===== src/rtl/prio_arbiter_rr_if.sv =====
// Request/grant bundle between N request sources and the prio_arbiter_rr arbiter.
// The master side drives requests and acks; the slave side (arbiter) returns the grant.
interface prio_arbiter_rr_if #(
  parameter int unsigned N     = 4,
  parameter int unsigned IDX_W = 2,
  parameter int unsigned CNT_W = 8
);
  logic [N-1:0]     req;
  logic             mode;
  logic             ack;
  logic             valid;
  logic [IDX_W-1:0] gnt_idx;
  logic [N-1:0]     gnt_onehot;
  logic [CNT_W-1:0] gnt_cnt;

  modport master (
    output req, mode, ack,
    input  valid, gnt_idx, gnt_onehot, gnt_cnt
  );

  modport slave (
    input  req, mode, ack,
    output valid, gnt_idx, gnt_onehot, gnt_cnt
  );
endinterface


===== src/rtl/prio_arbiter_rr.sv =====
// Registered N-requester arbiter with fixed-priority or round-robin selection.
// A grant is held until acked or withdrawn; acked grants are counted with saturation.
module prio_arbiter_rr #(
  parameter int unsigned N     = 4,
  parameter int unsigned IDX_W = 2,
  parameter int unsigned CNT_W = 8
) (
  input  logic               clk,
  input  logic               rst_n,
  prio_arbiter_rr_if.slave   bus
);

  typedef enum logic {StIdle, StGrant} state_e;

  state_e           state_q, state_d;
  logic [IDX_W-1:0] idx_q, idx_d;
  logic [IDX_W-1:0] ptr_q, ptr_d;
  logic [CNT_W-1:0] cnt_q, cnt_d;
  logic [N-1:0]     onehot_q, onehot_d;
  logic [IDX_W-1:0] ack_ptr;
  logic [N-1:0]     masked_req;

  // mode 0: highest set index; mode 1: first set bit walking down from p with wrap.
  function automatic logic [IDX_W-1:0] winner(input logic [N-1:0]     r,
                                               input logic             rr,
                                               input logic [IDX_W-1:0] p);
    logic [IDX_W-1:0] w;
    logic [N-1:0]     sh;
    int unsigned      j;
    w = '0;
    if (!rr) begin
      for (int unsigned i = 0; i < N; i++) begin
        if (r[i]) w = IDX_W'(i);
      end
    end else begin
      // Iterate from the farthest candidate so the nearest to p overwrites last.
      for (int unsigned k = N; k > 0; k--) begin
        j  = (32'(p) + N - (k - 1)) % N;
        sh = r >> j;
        if (sh[0]) w = IDX_W'(j);
      end
    end
    return w;
  endfunction

  always_comb begin
    ack_ptr    = (idx_q == '0) ? IDX_W'(N - 1) : idx_q - IDX_W'(1);
    masked_req = bus.req & ~(N'(1) << idx_q);
  end

  always_comb begin
    state_d = state_q;
    idx_d   = idx_q;
    ptr_d   = ptr_q;
    cnt_d   = cnt_q;
    unique case (state_q)
      StIdle: begin
        if (bus.req != '0) begin
          state_d = StGrant;
          idx_d   = winner(bus.req, bus.mode, ptr_q);
        end
      end
      StGrant: begin
        if (bus.ack) begin
          if (cnt_q != '1) cnt_d = cnt_q + CNT_W'(1);
          ptr_d = ack_ptr;
          if (masked_req != '0) begin
            idx_d = winner(masked_req, bus.mode, ack_ptr);
          end else begin
            state_d = StIdle;
          end
        end else if (!bus.req[idx_q]) begin
          state_d = StIdle;
        end
      end
      default: state_d = StIdle;
    endcase
    onehot_d = (state_d == StGrant) ? (N'(1) << idx_d) : '0;
  end

  always_ff @(posedge clk or negedge rst_n) begin
    if (!rst_n) begin
      state_q  <= StIdle;
      idx_q    <= '0;
      ptr_q    <= IDX_W'(N - 1);
      cnt_q    <= '0;
      onehot_q <= '0;
    end else begin
      state_q  <= state_d;
      idx_q    <= idx_d;
      ptr_q    <= ptr_d;
      cnt_q    <= cnt_d;
      onehot_q <= onehot_d;
    end
  end

  assign bus.valid      = (state_q == StGrant);
  assign bus.gnt_idx    = idx_q;
  assign bus.gnt_onehot = onehot_q;
  assign bus.gnt_cnt    = cnt_q;

endmodule


===== src/flat_wrapper.sv =====
// flat-port wrapper written by rule: the top's interface ports become plain ports
module prio_arbiter_rr_flat 
#(
  parameter int unsigned N     = 4,
  parameter int unsigned IDX_W = 2,
  parameter int unsigned CNT_W = 8
)
  (clk, rst_n, bus_req, bus_mode, bus_ack, bus_valid, bus_gnt_idx, bus_gnt_onehot, bus_gnt_cnt);
  prio_arbiter_rr_if #(.N(N), .IDX_W(IDX_W), .CNT_W(CNT_W)) bus_i ();
  input  logic clk;
  input  logic rst_n;
  input wire logic [$bits(bus_i.req)-1:0] bus_req;
  input wire logic [$bits(bus_i.mode)-1:0] bus_mode;
  input wire logic [$bits(bus_i.ack)-1:0] bus_ack;
  output wire logic [$bits(bus_i.valid)-1:0] bus_valid;
  output wire logic [$bits(bus_i.gnt_idx)-1:0] bus_gnt_idx;
  output wire logic [$bits(bus_i.gnt_onehot)-1:0] bus_gnt_onehot;
  output wire logic [$bits(bus_i.gnt_cnt)-1:0] bus_gnt_cnt;
  assign bus_i.req = bus_req;
  assign bus_i.mode = bus_mode;
  assign bus_i.ack = bus_ack;
  assign bus_valid = bus_i.valid;
  assign bus_gnt_idx = bus_i.gnt_idx;
  assign bus_gnt_onehot = bus_i.gnt_onehot;
  assign bus_gnt_cnt = bus_i.gnt_cnt;
  prio_arbiter_rr #(.N(N), .IDX_W(IDX_W), .CNT_W(CNT_W)) u_core (.clk(clk), .rst_n(rst_n), .bus(bus_i));
endmodule

===== config.mk =====
export PLATFORM = sky130hd
export DESIGN_NAME = prio_arbiter_rr_flat
export DESIGN_NICKNAME = d
export VERILOG_FILES = /design/src/rtl/prio_arbiter_rr_if.sv /design/src/rtl/prio_arbiter_rr.sv /design/src/flat_wrapper.sv
export SDC_FILE = /design/constraint.sdc
export NUM_CORES = 1
export LEC_CHECK = 0
export ABC_CLOCK_PERIOD_IN_PS = 2100
export CORE_MARGIN = 2
export CORE_UTILIZATION = 45
export CTS_BUF_LIST = sky130_fd_sc_hd__clkbuf_16
export DETAILED_ROUTE_END_ITERATION = 6
export PLACE_DENSITY = 0.74
export SETUP_SLACK_MARGIN = 0.2
export SLEW_MARGIN = 20
export SYNTH_ARGS = -nofsm -noshare
export SYNTH_HDL_FRONTEND = slang
export SYNTH_SLANG_ARGS = --single-unit

===== constraint.sdc =====
create_clock -name clk -period 2.1 [get_ports clk]
set_clock_uncertainty 0.05 [all_clocks]
set_input_delay 0.21 -clock clk [delete_from_list [all_inputs] [get_ports clk]]
set_output_delay 0.21 -clock clk [all_outputs]
set_load 0.02 [all_outputs]

After elaboration in Yosys (flattened, before gate mapping):

Cells that the tools add are included.

* register bits: 17
* output and inout port bits: 15
* word-level logic and storage cells: 64

* add/subtract/negate cells: 10
* magnitude comparators: 1
* equality and inequality tests: 1
* shifts and indexed selects: 10
* multiplexer cells: 29
* bitwise gates (word level): 3
* reductions and logical operators: 5

Operators by type and width (number)
* 2-bit two-way mux: 18
* 4-bit by 2-bit >> shifter with 1-bit output: 8
* 8-bit by 1-bit adder with 8-bit output, second input constant: 1
* 8-bit inequality test, second input constant: 1
* 4-bit nonzero test: 2
* 1-bit by 2-bit left shift with 4-bit output, first input constant: 2
* 2-bit subtractor, second input constant: 4
* 1-bit two-way mux: 7
* 2-bit by 1-bit subtractor with 2-bit output, second input constant: 3
* 2-bit by 1-bit adder with 2-bit output, second input constant: 2
* 4-bit AND: 1
* 4-bit two-way mux: 1
* 4-bit NOT: 1
* 2-bit case mux with 2 select lines: 1
* 2-bit by 3-bit less-than comparator with 1-bit output, second input constant: 1
* 3-bit AND reduction: 1
* 1-bit binary-select mux with 2-bit select: 1
* 2-bit zero test: 1
* 1-bit case mux with 2 select lines: 1
* 2-bit AND reduction: 1
* 1-bit NOT: 1

Longest topological paths before layout:

* depth after elaboration: 15
* gate-level depth with buffers: 7
* mapped depth without buffers: 7

Least setup slack after synthesis:

OpenSTA, ideal clock, no wires.

* kind: reg-to-reg
* from: reg u_core.idx_q[0], in the netlist u_core.bus.gnt_idx[0]
* to: reg u_core.onehot_q[1], in the netlist u_core.bus.gnt_onehot[1]
* data arrival time: 2.219 ns
* slack: -0.264 ns
* cell stages (with the launch flop): 8
* path buffers: 0
* clock period less this slack: 2.364 ns
* cell sequence: dfrtp_1 > inv_1 > ha_1 > or3b_1 > a221oi_2 > o311ai_1 > o21a_1 > nor4b_2

* word-level cells in the longest chain between the ends: 15

Ends and longest elaborated chain
* from (decl): line prio_arbiter_rr.sv:16 `logic [IDX_W-1:0] idx_q, idx_d;`
* from (signal assigned): line prio_arbiter_rr.sv:90 `idx_q <= idx_d;`
* 2-bit by 1-bit subtractor with 2-bit output or 2-bit zero test (tied branches): line prio_arbiter_rr.sv:47 `ack_ptr = (idx_q == '0) ? IDX_W'(N - 1) : idx_q - IDX_W'(1);`
* 2-bit two-way mux: line prio_arbiter_rr.sv:47
* 2-bit by 1-bit adder with 2-bit output: line prio_arbiter_rr.sv:38 `j = (32'(p) + N - (k - 1)) % N;`
* 2-bit subtractor: line prio_arbiter_rr.sv:38
* 4-bit by 2-bit >> shifter with 1-bit output: line prio_arbiter_rr.sv:39 `sh = r >> j;`
* 2-bit two-way mux (4 in a row): line prio_arbiter_rr.sv:40 `if (sh[0]) w = IDX_W'(j);`
* 2-bit two-way mux: line prio_arbiter_rr.sv:31 `if (!rr) begin`
* 2-bit two-way mux (*): line prio_arbiter_rr.sv:67 `if (masked_req != '0) begin`
* 2-bit two-way mux (*): line prio_arbiter_rr.sv:64 `if (bus.ack) begin`
* 2-bit case mux with 2 select lines (*): line prio_arbiter_rr.sv:56 `unique case (state_q)`
* net u_core.idx_d[1]: line prio_arbiter_rr.sv:16
* 1-bit by 2-bit left shift with 4-bit output (*): line prio_arbiter_rr.sv:78 `onehot_d = (state_d == StGrant) ? (N'(1) << idx_d) : '0;`
* 4-bit two-way mux (*): line prio_arbiter_rr.sv:78
* net u_core.onehot_d[1]: line prio_arbiter_rr.sv:19 `logic [N-1:0] onehot_q, onehot_d;`
* to (signal assigned): line prio_arbiter_rr.sv:93 `onehot_q <= onehot_d;`
* to (decl): line prio_arbiter_rr.sv:19

Mark *: on every way through the listed nets, which the timed path passes. The rest lies on a longest branch. The select of a mux whose other input is x is not followed.
A chain may end at the register's enable or synchronous reset.

Worst setup path in the final report:

* from: reg u_core.idx_q[1], in the netlist u_core.bus.gnt_idx[1]
* to: reg u_core.onehot_q[1], in the netlist u_core.bus.gnt_onehot[1]

* word-level cells in the longest chain between the ends: 15

Ends and longest elaborated chain (line)
* 2-bit by 1-bit subtractor with 2-bit output or 2-bit zero test (tied branches): prio_arbiter_rr.sv:47
* 2-bit two-way mux: prio_arbiter_rr.sv:47
* 2-bit by 1-bit adder with 2-bit output: prio_arbiter_rr.sv:38
* 2-bit subtractor: prio_arbiter_rr.sv:38
* 4-bit by 2-bit >> shifter with 1-bit output: prio_arbiter_rr.sv:39
* 2-bit two-way mux (4 in a row): prio_arbiter_rr.sv:40
* 2-bit two-way mux: prio_arbiter_rr.sv:31
* 2-bit two-way mux: prio_arbiter_rr.sv:67
* 2-bit two-way mux: prio_arbiter_rr.sv:64
* 2-bit case mux with 2 select lines (*): prio_arbiter_rr.sv:56
* net u_core.idx_d[1]: prio_arbiter_rr.sv:16
* 1-bit by 2-bit left shift with 4-bit output (*): prio_arbiter_rr.sv:78
* 4-bit two-way mux (*): prio_arbiter_rr.sv:78
* net u_core.onehot_d[1]: prio_arbiter_rr.sv:19

Marks and branches as above.

==> reports/results.txt <==
Worst setup SP type = flop
# hold bufs at CTS = 0
deepest level of the CTS H-tree = 1
Post-Synth XOR/XNOR Area = 5.44%
ys async rst share = 100%
Seq/Total Area, Yosys = 38.0%
Post-DRT Antenna Nets = 0
Post-synth top flop = dfrtp_1
CP required = 2.19 ns
Worst path slowest cell = dfrtp_2
first-pass iteration count of the detailed router = 4
syn_nets = 125
layout cell share with drive strength beyond 1 = 34.0%
HP Class = in2async
Post-Place Cells = 180
Site Rows = 18
Routed WL = 3190 um
Tcrit/Tclk final = 103%
top-area cell type share of the netlist area = 33.3%
clock power share = 14.7%
minimum clock period = 2.17 ns
RSZ-0062 raised after global routing = true
fin nets = 170
Synth Area in Compound Gates = 21.5%
Synth cell types = 46
Final Core Density = 69.9%
pin count of the biggest net entering global routing = 18
slew at the pin closest to its max-slew limit = 0.710 ns
DIE WIDTH = 54.1 um
clock root buffer = clkbuf_16
crit-path cells = inv_4, ha_4, or3b_4, a221oi_2, o311ai_1, o21a_1, nor4b_2
critical path class = reg2reg
synthesized cell area = 1130 um^2
violated checks = setup timing
CTS Buffer Depth = 2
Worst-path clk slew = 0.05 ns
clk sinks = 17
CTS tree = built
Yosys reg bits = 17
CP Capture Type = flop
max_cap viols = 0
Total GRT Usage = 23.3%
worst relative slew slack = 52.5%
vias in the first global route = 1084
Final setup viols = 2
Sw Ratio = 40.8%
switching pwr = 1.04 mW
Flop pwr share = 25.2%
Int Power = 1.51 mW
n_diodes = 0
# DRC = 0
io pins = 23
die area = 2920 um^2
Post-DP HPWL = 2280 um
vias after detailed routing = 1083
final setup margin = -0.0709 ns
Routed wire per std cell = 17.2 um
P_leak = 0.728 nW
delay of the slowest critical-path stage = 0.45 ns
post-synthesis instance total = 112
Post-Synth Adder-Cell Area = 5.55%
cell taking the most area after synthesis = dfrtp_1
GRT overflow = 0
status = complete, but fails checks
simple-gate share of the synthesized area = 21.9%
pre-CTS WS = -0.158 ns
max-slew violation count = 0
largest cells by area after synthesis = dfrtp_1, ha_1, dfstp_2, nor2b_1, xnor2_1
Area after DPL = 1520 um^2
Ys Warns = 0
Layout area overhead = 50.8%
Die Height = 54.1 um
Post-synth EDFFs = 0
VDD IR-drop max = 0.00109 V
Comb pwr share = 60.1%
buffers added on ports = 22
post-synthesis mux area share = 4.00%
Final Non-Filler Cells = 186
gp weighted congestion = 0.970
first-pass GRT wire length = 4880 um
fmax = 461 MHz
CTS Buf Count = 3
final number of hold-violating endpoints = 0
Syn Area/Cell = 10.1 um^2
fin area = 1700 um^2
DRT iter0 DRCs = 27
pwr dens = 1500 nW/um^2
Crit Path Max Fanout = 4
initial antenna violation count = 0
Initial Utilization = 46.3%
vias per cell = 5.82
later-pin clock latency in the skew report = 0.25 ns
main combinational cell family by area after synthesis = simple AND/OR/NAND/NOR gates
core region area = 2430 um^2
worst path arrival time = 2.26 ns
Reg2Reg Setup Slack = -0.07 ns
==> critical path: cells and delay by family (launching register included) <==
kind / cells / cell delay [ns]
and+or+nand+nor: 2 / 0.63
AOI/OAI and AO/OA: 3 / 0.62
DFF: 1 / 0.45
adders and majority gates: 1 / 0.20
buffers and inverters: 1 / 0.09
==> layer usage <==
metal | vias up | global-route usage [%] | wire length [um]
li1 | 504 | - | -
met1 | 515 | 27.6 | 1240
met2 | 56 | 41.5 | 1660
met3 | 8 | 4.44 | 212
met4 | 0 | 8.75 | 81
met5 | - | 0 | 0
==> registers in the layout, indices dropped and copies added, names as in the netlist <==
register,cells
u_core.bus.gnt_onehot,4
u_core.bus.gnt_cnt,8
u_core.bus.gnt_idx,2
u_core.bus.valid,1
u_core.ptr_q,2
==> worst paths after layout <==
check,startpoint,to,cells after the start
worst max register to register,u_core.bus.gnt_idx[1],u_core.bus.gnt_onehot[1],7
worst max-delay path,u_core.bus.gnt_idx[1],u_core.bus.gnt_onehot[1],7
worst min register to register,u_core.bus.gnt_cnt[7],u_core.bus.gnt_cnt[7],1
min in group clk,u_core.bus.gnt_cnt[7],u_core.bus.gnt_cnt[7],1
max in group asynchronous,rst_n,u_core.bus.gnt_idx[0],1
worst min-delay path,rst_n,u_core.bus.gnt_cnt[0],1
==> power by group through the flow <==
stage | Clock, mW | Sequential (mW) | Combinational [mW]
floorplan | 0 | 0.757 | 0.655
global placement | 0 | 0.634 | 1.30
CTS | 0.381 | 0.636 | 1.43
detailed placement | 0 | 0.641 | 1.35
finish | 0.374 | 0.642 | 1.53
global route | 0.401 | 0.663 | 1.64
==> stage by stage <==
| stage | hold slack (ns) | power (mW) | setup TNS, ns |
|---|---|---|---|
| 2_1_floorplan | -0.136 | 1.41 | 0 |
| 3_3_place_gp | 0.425 | 1.94 | -0.0585 |
| 3_5_place_dp | 0.432 | 1.99 | -0.295 |
| 4_1_cts | 0.367 | 2.44 | -0.0162 |
| 5_1_grt | 0.395 | 2.71 | -0.455 |
| 6_report | 0.341 | 2.55 | -0.101 |
==> cells by family after synthesis <==
group / Yosys count
buf+inv: 8
compound gates: 32
fa+ha+maj: 5
simple gates: 40
mux: 3
flops: 17
xor+xnor: 7
==> cells in the final DEF (no fill, tap or decap), types with 4 or more instances in the layout <==
| cell type | instances |
|---|---|
| a21oi_1 | 5 |
| buf_4 | 21 |
| clkdlybuf4s50_1 | 22 |
| dfrtp_1 | 13 |
| nand2_1 | 6 |
| nand2b_1 | 5 |
| nand4_1 | 4 |
| nor2_1 | 6 |
| nor2b_1 | 4 |
| o21ai_0 | 5 |
| xnor2_1 | 4 |
==> synth_stat cells (3+ instances only) <==
cell	instances
a21oi_1	5
a31oi_1	3
and3_1	3
dfrtp_1	15
ha_1	5
inv_1	5
nand2_1	6
nand2b_1	5
nand4_1	4
nor2_1	6
nor2b_1	6
o21ai_0	5
xnor2_1	4
xor2_1	3
==> final cells by class <==
| class | count | area, um^2 |
|---|---|---|
| Clock inverter | 1 | 5.00 |
| Fill cell | 192 | 732 |
| Timing Repair Buffer | 43 | 378 |
| Clock buffer | 3 | 75.1 |
| Tap cell | 30 | 37.5 |
| Multi-Input combinational cell | 87 | 753 |
| Sequential cell | 17 | 430 |
| Inverter | 5 | 21.3 |
==> timing repair <==
action / CTS / global route
gates resized for setup: 8 / 7
setup endpoints to repair: 6 / 7
buffers inserted: 2 / 0
pin swaps: 5 / 4
No activity file was read; power rests on OpenSTA's default activity.
==> RTL change, RTL diff (same flow settings) <==
`CNT_W` is set to 8 in 3 places; all go to 12.
--- a/src/rtl/prio_arbiter_rr_if.sv
+++ b/src/rtl/prio_arbiter_rr_if.sv
@@ -5,3 +5,3 @@
   parameter int unsigned IDX_W = 2,
-  parameter int unsigned CNT_W = 8
+  parameter int unsigned CNT_W = 12
 );
--- a/src/rtl/prio_arbiter_rr.sv
+++ b/src/rtl/prio_arbiter_rr.sv
@@ -5,3 +5,3 @@
   parameter int unsigned IDX_W = 2,
-  parameter int unsigned CNT_W = 8
+  parameter int unsigned CNT_W = 12
 ) (
--- a/src/flat_wrapper.sv
+++ b/src/flat_wrapper.sv
@@ -5,3 +5,3 @@
   parameter int unsigned IDX_W = 2,
-  parameter int unsigned CNT_W = 8
+  parameter int unsigned CNT_W = 12
 )
Ports: changed (resized bus_gnt_cnt); port bits go from 23 to 27. The function was not compared with the original's and may differ.
==> RTL change against the original RTL <==
- die area is 25% higher
- power up 22%
- sequential cell count is 4 higher
- wire length is 34% higher
- area after synthesis up 28%
- core utilization increased by 2.6 points
- setup slack worse by 0.069 ns
- design area is 30% higher
- hold slack worse by 0.087 ns
- critical path type unchanged
- the flow still finishes with violations (setup timing)
- first-iteration DRC count rose by 120%
- critical endpoint unchanged
- global-route usage grew 1.3 points
==> RTL change: results (changes against the original RTL) <==
Mapped Nets=165 (+32%); post-synthesis compound-gate area fraction=21.1% (-0.40 points); violated checks=setup timing; Avg Inst Size Synth=9.47 um^2 (-6.0%); Worst EP arrival=2.35 ns (+0.09 ns); setup ws final=-0.140 ns (-0.0692 ns); outcome=complete, but fails checks; Synth top cells by count=19 x dfrtp_1, 15 x nand2_1, 10 x nor2_1, 9 x a21oi_1; CP max FO=5 (+1); fillcell total=236 (+23%); vias in the first global route=1439 (+33%); Switching Share=40.7% (-0.078 points); setup TNS=-0.250 ns (-0.149 ns); share of layout cells above drive strength 1=35.5% (+1.5 points); port buffer count=26 (+18%); cell total after placement=245 (+36%); Max transition margin=76.0% (+24 points); routed wire length=4.27 mm (+34%); M1 wire length=1.87 mm (+50%); met1 Usage GRT=33.1% (+5.5 points); Reg-to-Reg Start=u_core.bus.gnt_idx[0]; Top delay family on crit path=compound AO/OA/AOI/OAI gates; met3 Track Usage GR=5.97% (+1.5 points); routability congestion estimate=0.985 (+1.5%); Synth area leaders=dfrtp_1 33%, ha_1 4.3%, xnor2_1 4.3%; final setup vio count=3 (+1); Seq. pwr=0.000717 W (+12%); DRT Pass-1 Iters=5 (+1); Leak=0.927 nW (+27%); post_cts resized=7 (-1); adder-cell area share of the yosys netlist=4.35% (-1.2 points); synth unique cells=51 (+11%); Vias/cell=5.57 (-4.3%); Tot GR Track Use=24.6% (+1.3 points); Die X=60.5 um (+12%); max reg flops=12 (+4); met2 WL=2.13 mm (+29%)
## RTL change: area by class of cell
| type | instances | area (um^2) | area share [%] |
|---|---|---|---|
| flip-flops and latches | 21 | 532 | 24.0 |
| inverters | 8 | 35.0 | 1.58 |
| clock buffers | 3 | 75.1 | 3.39 |
| repair buffers | 68 | 579 | 26.2 |
| well taps | 44 | 55.1 | 2.49 |
| clock inverters | 1 | 5.00 | 0.226 |
| multi-input cells | 116 | 931 | 42.1 |
## RTL change: cell families (layout without fill, tap and decap cells)
kind of cell | Yosys count | count (layout)
simple gates | 57 | 57
compound gates | 39 | 39
flops | 21 | 21
buf+inv | 15 | 80
xor+xnor | 8 | 8
mux | 7 | 7
fa+ha+maj | 5 | 5
## RTL change: worst register-to-register path: cells and delay by family (launching register included)
kind | cells | cell delay, ns
AND/OR/NAND/NOR | 2 | 0.34
AO/OA/AOI/OAI | 4 | 1.04
flip-flops | 1 | 0.47
adder cells (fa/ha/maj) | 1 | 0.14
buffers and inverters | 1 | 0.10
